===== config.mk =====
export PLATFORM = sky130hd
export DESIGN_NAME = cmp_bsearch_ctrl
export DESIGN_NICKNAME = d
export VERILOG_FILES = /design/src/rtl/cmp_bsearch_ctrl.sv
export SDC_FILE = /design/constraint.sdc
export NUM_CORES = 1
export LEC_CHECK = 0
export CORE_UTILIZATION = 55
export CTS_CLUSTER_DIAMETER = 100
export DETAILED_ROUTE_END_ITERATION = 8
export PLACE_DENSITY = 0.8
export SYNTH_ARGS = -nofsm -noshare
export SYNTH_HDL_FRONTEND = slang
export SYNTH_SLANG_ARGS = --single-unit

===== constraint.sdc =====
create_clock -name clk -period 3.1 [get_ports clk]
set_clock_uncertainty 0.15 [all_clocks]
set_input_delay 0.31 -clock clk [delete_from_list [all_inputs] [get_ports clk]]
set_output_delay 0.31 -clock clk [all_outputs]
set_load 0.03 [all_outputs]

===== src/rtl/cmp_bsearch_ctrl.sv =====
// cmp_bsearch_ctrl: binary-search initiator that locates a target behind an LT/EQ/GT comparator.
module cmp_bsearch_ctrl #(
  parameter int W     = 4,
  parameter int CNT_W = 3
) (
  input  logic             clk,
  input  logic             rst,
  input  logic             start,
  output logic [W-1:0]     probe,
  output logic             probe_valid,
  input  logic             cmp_valid,
  input  logic             cmp_lt,
  input  logic             cmp_eq,
  input  logic             cmp_gt,
  output logic             busy,
  output logic             done,
  output logic             found,
  output logic             err,
  output logic [W-1:0]     result,
  output logic [CNT_W-1:0] steps
);
  typedef enum logic [1:0] {IDLE, PROBE, DONE} state_t;
  localparam logic [W-1:0] ONE = W'(1);
  localparam logic [W-1:0] MAX = '1;
  state_t state;
  logic [W-1:0] lo, hi, lo_n, hi_n, mid_n;
  logic ok, hit, stop;
  assign ok    = $onehot({cmp_lt, cmp_eq, cmp_gt});
  assign hit   = ok && cmp_eq;
  assign lo_n  = cmp_lt ? probe + ONE : lo;
  assign hi_n  = cmp_gt ? probe - ONE : hi;
  assign mid_n = lo_n + ((hi_n - lo_n) >> 1);
  assign stop  = !ok || cmp_eq || (cmp_lt && probe == hi) || (cmp_gt && probe == lo);
  always_ff @(posedge clk) begin
    if (rst) begin
      state       <= IDLE;
      lo          <= '0;
      hi          <= MAX;
      probe       <= '0;
      probe_valid <= 1'b0;
      busy        <= 1'b0;
      done        <= 1'b0;
      found       <= 1'b0;
      err         <= 1'b0;
      result      <= '0;
      steps       <= '0;
    end else if (state == PROBE) begin
      if (cmp_valid) begin
        steps <= steps + CNT_W'(1);
        if (stop) begin
          state       <= DONE;
          probe_valid <= 1'b0;
          busy        <= 1'b0;
          done        <= 1'b1;
          found       <= hit;
          err         <= !ok;
          result      <= hit ? probe : '0;
        end else begin
          lo    <= lo_n;
          hi    <= hi_n;
          probe <= mid_n;
        end
      end
    end else begin
      done <= 1'b0;
      if (start) begin
        state       <= PROBE;
        lo          <= '0;
        hi          <= MAX;
        probe       <= MAX >> 1;
        probe_valid <= 1'b1;
        busy        <= 1'b1;
        steps       <= '0;
        found       <= 1'b0;
        err         <= 1'b0;
        result      <= '0;
      end else begin
        state <= IDLE;
      end
    end
  end
endmodule


# Word-level counts from Yosys, hierarchy flattened
# Cells that the tools add are included.
[word_totals] elab_cells=75 reg_bits=25 out_inout_bits=16 in_bits=7
[op_classes] n_reduce_logical=14 n_eq_ne=7 addsub=7 n_bitwise=1 muxes=36
[op_table] op="$mux 4" count=18
[op_table] op="$mux 1" count=12
[op_table] op="$mux 3" count=3
[op_table] op="$eq 4x4->1" count=2
[op_table] op="$mux 2" count=3
[op_table] op="$ne 2x2->1 const B" count=3
[op_table] op="$reduce_and 2->1" count=3
[op_table] op="$reduce_and 3->1" count=2
[op_table] op="$add 4x1->4 const B" count=1
[op_table] op="$add 4x3->4" count=1
[op_table] op="$eq 2x1->1 const B" count=2
[op_table] op="$sub 4x1->4 const B" count=1
[op_table] op="$sub 4x4->4" count=1
[op_table] op="$add 3x1->3 const B" count=1
[op_table] op="$logic_and 1x1->1" count=3
[op_table] op="$logic_or 1x1->1" count=3
[op_table] op="$add 1x1->2" count=1
[op_table] op="$add 2x1->2" count=1
[op_table] op="$reduce_bool 2->1" count=1
[op_table] op="$reduce_or 2->1" count=1
[op_table] op="$logic_not 1->1" count=1
[op_table] op="$not 1->1" count=1

# Depth between registers and ports, before layout
[logic_depth] depth_word=10 depth_mapped=13 mapped_depth_nobuf=12

# Least setup slack after synthesis
# No wires, ideal clock.
[synth_timing] path_kind="register to register" from="reg probe[0]" to="reg probe[1]" setup_time_ps=91 arrival_time_ps=2887 path_slack_ps=-28 period_less_slack_ps=3128 required_ps=2859 path_stages_with_launch=13 n_path_buf=1 path_cell_list="dfxtp_1 > buf_6 > clkinv_2 > ha_1 > a21oi_1 > inv_1 > fa_1 > inv_1 > ha_1 > inv_1 > fa_1 > and3_1 > a311oi_1"
[synth_via] elab_chain_cells=7 elab_cells_between_ends=17 classes_between="4 x add/sub; 3 x eq/ne; 5 x mux; 5 x reduce/logical"
[synth_lines] element="start, declared" line="9" source="output logic [W-1:0] probe,"
[synth_lines] element="start signal, assigned" line="61" source="probe <= mid_n;"
[synth_lines] element="start signal, assigned" line="70" source="probe <= MAX >> 1;"
[synth_lines] element="$sub 4x1->4 / $add 4x1->4 (equally long branches)" line="31, 30"
[synth_lines] element="$mux 4 (on tied branches)" line="31, 30"
[synth_lines] element="$sub 4x4->4" line="32" source="assign mid_n = lo_n + ((hi_n - lo_n) >> 1);"
[synth_lines] element="$add 4x3->4" line="32"
[synth_lines] element="$mux 4" line="50" source="if (stop) begin"
[synth_lines] element="$mux 4" line="48" source="if (cmp_valid) begin"
[synth_lines] element="$mux 4" line="47" source="end else if (state == PROBE) begin"
# Several ways; a longest one is shown, not always the timed one. The select of a mux whose other input is x is not followed.
# A chain may end at the register's enable or synchronous reset.

# Worst setup path in the final report
[layout_timing] from="reg probe[0]" to="reg probe[2]"
# Same word-level chain as after synthesis.

==> impl_metrics.tcl <==
set metrics [dict create \
    dieHeight_microns 57.8 \
    start_util 0.601 \
    die_w_microns 57.8 \
    numCtsBuffers 3 \
    syn-num-nets 221 \
    ant_nets 0 \
    synth_ff_type "dfxtp_1" \
    layout_min_cycle_time_ns 2.93 \
    fp-row-count 19 \
    ys_warn_count 0 \
    placed_cell_area_sq_um 1970 \
    cts.sinks 25 \
    synthToLayoutAreaGrowth_pct 17.9 \
    critical-path-max-stage-delay_ns 0.46 \
    wirelength_mm 3.87 \
    crit_required_ns 3.19 \
    end_kind "register" \
    finalMaxSlewViolations 0 \
    htree_levels 1 \
    drive_above_1_share 0.154 \
    async_flop_share 0 \
    drcViolationCount 3 \
    fill_cells 235 \
    layout_common_cells "dfxtp_1, clkdlybuf4s50_1, inv_1" \
    dieArea_sq_um 3340 \
    routed_via_density 5.76 \
    clock_latency_ns 0.32 \
    crit_family "adder cells" \
    root_buffer "clkbuf_4" \
    worst-path-buf-inv 3 \
    n_antenna_cell 0 \
    power_w 0.000757 \
    ys_types 48 \
    cts_tree "done" \
    vdd_ir_drop_max_mv 0.223 \
    num_vias 1487 \
    ctsResizeCount 0 \
    p_int_w 0.000498 \
    place_hpwl_mm 2.99 \
    setup.worst_path.class "register to register" \
    cap_violations 0 \
    violations "DRC" \
    routabilityCongestion 0.955 \
    avgRoutedWirePerCell_microns 15.0 \
    grt-ovfl-total 0 \
    dr.pass1.iters 6 \
    synth_edf_count 0 \
    antenna_found_initial 0 \
    power.share.combinational 0.354 \
    grt_pass1_wl_mm 6.74 \
    syn_area_sq_um 1710 \
    layout_commonest_cell "dfxtp_1" \
    finalSetupViolCount 0 \
    hold_class "register to register" \
    cpMaxStageDelayCell "fa_1" \
    cp.arrival_ns 3.02 \
    ys_seq_elements 25 \
    port-buffer-count 22 \
    cellPowerDensity_nw_per_um2 374 \
    drtIter0Drc 77 \
    cellLeakagePower_nw 0.841 \
    fin_crit_sh 0.945 \
    max_freq_mhz 341 \
    worst_pin_slew_ns 0.502 \
    syn_inst 203 \
    ctsHoldBuffers 0 \
    grt_max_degree 19 \
    power.switching_w 0.000259 \
    path_cells "clkinv_2, ha_1, mux2_2, fa_1, inv_1, ha_1, inv_1, fa_1, xnor2_1, nor3_1, a311oi_1" \
    pwr-share-seq 0.450 \
    clk_path_buf_depth 2 \
    track_usage 0.259 \
    slew-limit-headroom 0.663 \
    outcome "complete, but fails checks" \
    synthesis.area_per_instance_sq_um 8.44 \
    io-pin-count 23 \
    postLayoutCellArea_sq_um 2020 \
    clk_pin_slew_ns 0.14 \
    core-area_sq_um 2850 \
    fin_nets 246 \
    postCtsSetupBuffers 0 \
    crit_path_max_fanout 4 \
    switching_share 0.342 \
    clockPowerShare 0.196 \
    grt_pass1_vias 1482 \
    seq_area_frac_synth 0.292 \
    cp-start-kind "register" \
    final_hold_viol_count 0 \
]
-- cell usage after synthesis (2+ instances only) --
| cell type | instances | area [sq um] |
|---|---|---|
| xnor2_1 | 10 | 87.6 |
| nand2b_1 | 4 | 25.0 |
| o21ai_0 | 9 | 45.0 |
| fa_1 | 3 | 60.1 |
| mux2i_1 | 7 | 70.1 |
| a21oi_1 | 13 | 65.1 |
| a21o_1 | 2 | 15.0 |
| buf_2 | 3 | 15.0 |
| nor2_1 | 14 | 52.6 |
| xor2_1 | 4 | 35.0 |
| nand3_1 | 7 | 35.0 |
| nor2b_1 | 4 | 25.0 |
| and2_1 | 4 | 25.0 |
| dfxtp_1 | 25 | 500 |
| o21bai_1 | 2 | 15.0 |
| ha_1 | 8 | 100 |
| a311oi_1 | 3 | 26.3 |
| inv_1 | 20 | 75.1 |
| clkbuf_1 | 5 | 18.8 |
| buf_4 | 3 | 22.5 |
| and3_1 | 3 | 18.8 |
| buf_6 | 3 | 33.8 |
| nand2_1 | 13 | 48.8 |
| o22ai_1 | 2 | 12.5 |
| nor3_1 | 9 | 45.0 |
-- metal layers --
layer / vias up / GRT usage / part of all wire
met2: 58 / 0.452 / 0.47
li1: 731 / - / -
met3: 7 / 0.0290 / 0.066
met5: - / 0 / 0
met4: 0 / 0.0680 / 0.016
met1: 691 / 0.342 / 0.44
-- power by group through the flow --
stage                     clock network (W)  logic (W)  registers (W)
after CTS                          0.000153   0.000260       0.000340
after global routing               0.000159   0.000298       0.000342
after detailed placement                  0   0.000259       0.000347
final                              0.000148   0.000268       0.000340
after floorplan                           0   0.000179       0.000359
after global placement                    0   0.000253       0.000347
-- per-stage QoR --
step	utilization	std cells	TNS, ns	setup slack (ns)	hold slack, ns
after floorplan	-	203	0	0.0115	0.330
after global placement	0.692	254	0	0.0247	0.295
after detailed placement	0.692	254	-0.0824	-0.0486	0.303
after CTS	0.702	258	0	0.138	0.321
after global routing	0.708	258	-0.00724	-0.00724	0.347
final	0.708	258	0	0.170	0.317
-- cell type report --
class / count / area (sq um) / share of cell area
Multi-Input combinational cell: 143 / 1060 / 0.526
Sequential cell: 25 / 502 / 0.248
Timing Repair Buffer: 34 / 310 / 0.154
Inverter: 21 / 80.1 / 0.0396
Tap cell: 31 / 38.8 / 0.0192
Clock buffer: 3 / 22.5 / 0.0111
Clock inverter: 1 / 5.00 / 0.00248
-- kinds of logic after synthesis --
family | after synthesis | share of synthesized area
DFF | 25 | 0.292
muxes | 8 | 0.0474
AOI/OAI and AO/OA | 43 | 0.172
and+or+nand+nor | 66 | 0.215
adders and majority gates | 11 | 0.0934
buffers and inverters | 35 | 0.0993
xor gates and xnor gates | 15 | 0.0810
-- state kept, by name (all words and copies together) (netlist names) --
register and count:
hi 4, lo 4, probe 4, result 4
steps 3, state 2, busy 1, done 1
err 1, found 1
-- worst register-to-register path, delay by kind of cell, from the launching register on --
family	cells	cell delay [ns]
adders and majority gates	4	1.33
DFF	1	0.36
muxes	1	0.33
AOI/OAI and AO/OA	1	0.28
buffers and inverters	3	0.20
xor gates and xnor gates	1	0.15
and+or+nand+nor	1	0.07
-- path summary, 6_finish.rpt --
path                            cells after the start  slack (ns)                    end                   from
worst max register to register                     11        0.17  probe[2]$_SDFFE_PP0P_  probe[0]$_SDFFE_PP0P_
worst max-delay path                               11        0.17  probe[2]$_SDFFE_PP0P_  probe[0]$_SDFFE_PP0P_
worst min register to register                      2        0.32     found$_SDFFE_PP0P_     found$_SDFFE_PP0P_
worst min-delay path                                2        0.32     found$_SDFFE_PP0P_     found$_SDFFE_PP0P_
(Power assumes the default switching activity.)
==> patch (same settings) <==
The parameter `W` goes from 4 to 5.
--- a/src/rtl/cmp_bsearch_ctrl.sv
+++ b/src/rtl/cmp_bsearch_ctrl.sv
@@ -1,6 +1,6 @@
 // cmp_bsearch_ctrl: binary-search initiator that locates a target behind an LT/EQ/GT comparator.
 module cmp_bsearch_ctrl #(
-  parameter int W     = 4,
+  parameter int W     = 5,
   parameter int CNT_W = 3
 ) (
   input  logic             clk,
Ports: changed (resized probe and result); port bits go from 23 to 25. No check against the original RTL was run, so the function may have changed too.
==> patch against the unedited design <==
Power increased by 54%. Sequential cell count increased by 4. Clock power increased by 130%. Final area increased by 24%. Area after synthesis increased by 9.9%. Non-clock buffer count increased by 15. Routed wire length increased by 45%. Worst setup slack got worse by 0.12 ns. Largest power group is now combinational cells.
==> patch: results (changes against the unedited design) <==
<table>
<tr><th>Metric</th><th>Value</th></tr>
<tr><th colspan="2">Routing</th></tr>
<tr><td>DR WL/cell</td><td>19.0 um (was 15.0 um)</td></tr>
<tr><td>First-iteration detailed-routing DRC count</td><td>171 (was 77)</td></tr>
<tr><td>Routed via count</td><td>1834 (was 1487)</td></tr>
<tr><th colspan="2">Yosys</th></tr>
<tr><td>Post-Syn Nets</td><td>231 (was 221)</td></tr>
<tr><td>Leading post-synthesis cells by instance count</td><td>29 x sky130_fd_sc_hd__dfxtp_1, 19 x sky130_fd_sc_hd__a21oi_1, 16 x sky130_fd_sc_hd__nor2_1 (was 25 x sky130_fd_sc_hd__dfxtp_1, 20 x sky130_fd_sc_hd__inv_1, 14 x sky130_fd_sc_hd__nor2_1)</td></tr>
<tr><td>Number of distinct library cell variants in the gate-level netlist after synthesis</td><td>50 (was 48)</td></tr>
<tr><th colspan="2">Power and ir drop</th></tr>
<tr><td>Leak Pwr</td><td>1.02 nW (was 0.841 nW)</td></tr>
<tr><td>Power per Cell Area</td><td>465 nW/um^2 (was 374 nW/um^2)</td></tr>
<tr><th colspan="2">Clocking</th></tr>
<tr><td>Number of buffers added by the clock tree synthesis step</td><td>5 (was 3)</td></tr>
<tr><td>TritonCTS Sinks</td><td>29 (was 25)</td></tr>
<tr><td>Worst-Skew Late Latency</td><td>0.35 ns (was 0.32 ns)</td></tr>
<tr><td>Htree depth</td><td>2 (was 1)</td></tr>
<tr><th colspan="2">Place</th></tr>
<tr><td>Buffers on Ports</td><td>24 (was 22)</td></tr>
<tr><td>Worst Setup Slack post-DPL</td><td>-0.314 ns (was -0.0486 ns)</td></tr>
<tr><td>Detailed Place HPWL</td><td>3550 um (was 2990 um)</td></tr>
<tr><th colspan="2">Worst setup path</th></tr>
<tr><td>Critical Path AT</td><td>3.16 ns (was 3.02 ns)</td></tr>
<tr><td>Source of the critical timing path</td><td>probe[1] (was probe[0])</td></tr>
<tr><td>End of the worst register-to-register path</td><td>probe[4] (was probe[2])</td></tr>
<tr><td>R2R depth</td><td>13 (was 11)</td></tr>
<tr><th colspan="2">Final layout</th></tr>
<tr><td>Ratio of cells with drive above 1 in the final layout</td><td>27.9% (was 15.4%)</td></tr>
<tr><th colspan="2">Hold path</th></tr>
<tr><td>Hold path startpoint</td><td>done (was found)</td></tr>
<tr><th colspan="2">Global route</th></tr>
<tr><td>Maximum number of pins on one net before global-route repair</td><td>18 (was 19)</td></tr>
<tr><td>Met2 usage</td><td>49.0% (was 45.2%)</td></tr>
<tr><td>Met1 layer usage reported by global route</td><td>37.6% (was 34.2%)</td></tr>
<tr><td>Vias in the first global route</td><td>1721 (was 1482)</td></tr>
<tr><th colspan="2">STA</th></tr>
<tr><td>Tightest slew margin relative to the limit</td><td>47.1% (was 66.3%)</td></tr>
<tr><th colspan="2">Run status</th></tr>
<tr><td>Status</td><td>completed (was finished, violations left)</td></tr>
</table>
## patch: worst max-delay path by stage
stage,endpoint,slack [ns],cells after the start
global placement,probe[4],-0.22,12
global route,probe[4],-0.06,15
finish,probe[4],0.05,13
detailed placement,probe[4],-0.31,12
floorplan,probe[4],0.004,12
CTS,probe[4],0.001,11
## patch: through the flow
stage | std cells | hold slack [ns] | TNS, ns
2_1_floorplan | 211 | 0.316 | 0
3_3_place_gp | 279 | 0.293 | -0.356
3_5_place_dp | 279 | 0.303 | -0.848
4_1_cts | 288 | 0.317 | 0
5_1_grt | 295 | 0.339 | -0.0711
6_report | 295 | 0.314 | 0
## patch: power breakdown
group	switching, mW	internal (mW)
clock network	0.151	0.192
registers	0.0164	0.384
logic	0.230	0.190
total	0.397	0.767
## patch: layout make-up
| class | instances | area share (%) |
|---|---|---|
| repair buffers | 49 | 17.8 |
| multi-input cells | 152 | 50.9 |
| clock buffers | 6 | 2.05 |
| clock inverters | 2 | 1.45 |
| inverters | 13 | 2.05 |
| well taps | 44 | 2.20 |
| flip-flops and latches | 29 | 23.6 |
## patch: kinds of logic after synthesis
group	count (synthesis)	share of synthesized area, %
adders and majority gates	13	9.83
buffers and inverters	30	8.70
xor gates and xnor gates	24	11.2
DFF	29	30.8
muxes	1	0.598
and+or+nand+nor	54	15.5
AOI/OAI and AO/OA	60	23.4
## patch: routing by layer
metal  vias to the layer above  share of wire [%]
li1                        840                  -
met1                       856                 40
met2                       107                 48
met3                        31                8.2
met4                         0                4.0
met5                         -                  0
## patch: repair_timing
action                     CTS  global route
setup endpoints to repair    2             3
buffers inserted             1             7
pin swaps                    0            21
resized for setup            1            29
## patch: tightest hold or removal path, cell delays in order, from the launching register on
cell and delay [ns]:
sky130_fd_sc_hd__dfxtp_1 0.32, sky130_fd_sc_hd__nand2_1 0.05, sky130_fd_sc_hd__a21oi_1 0.05
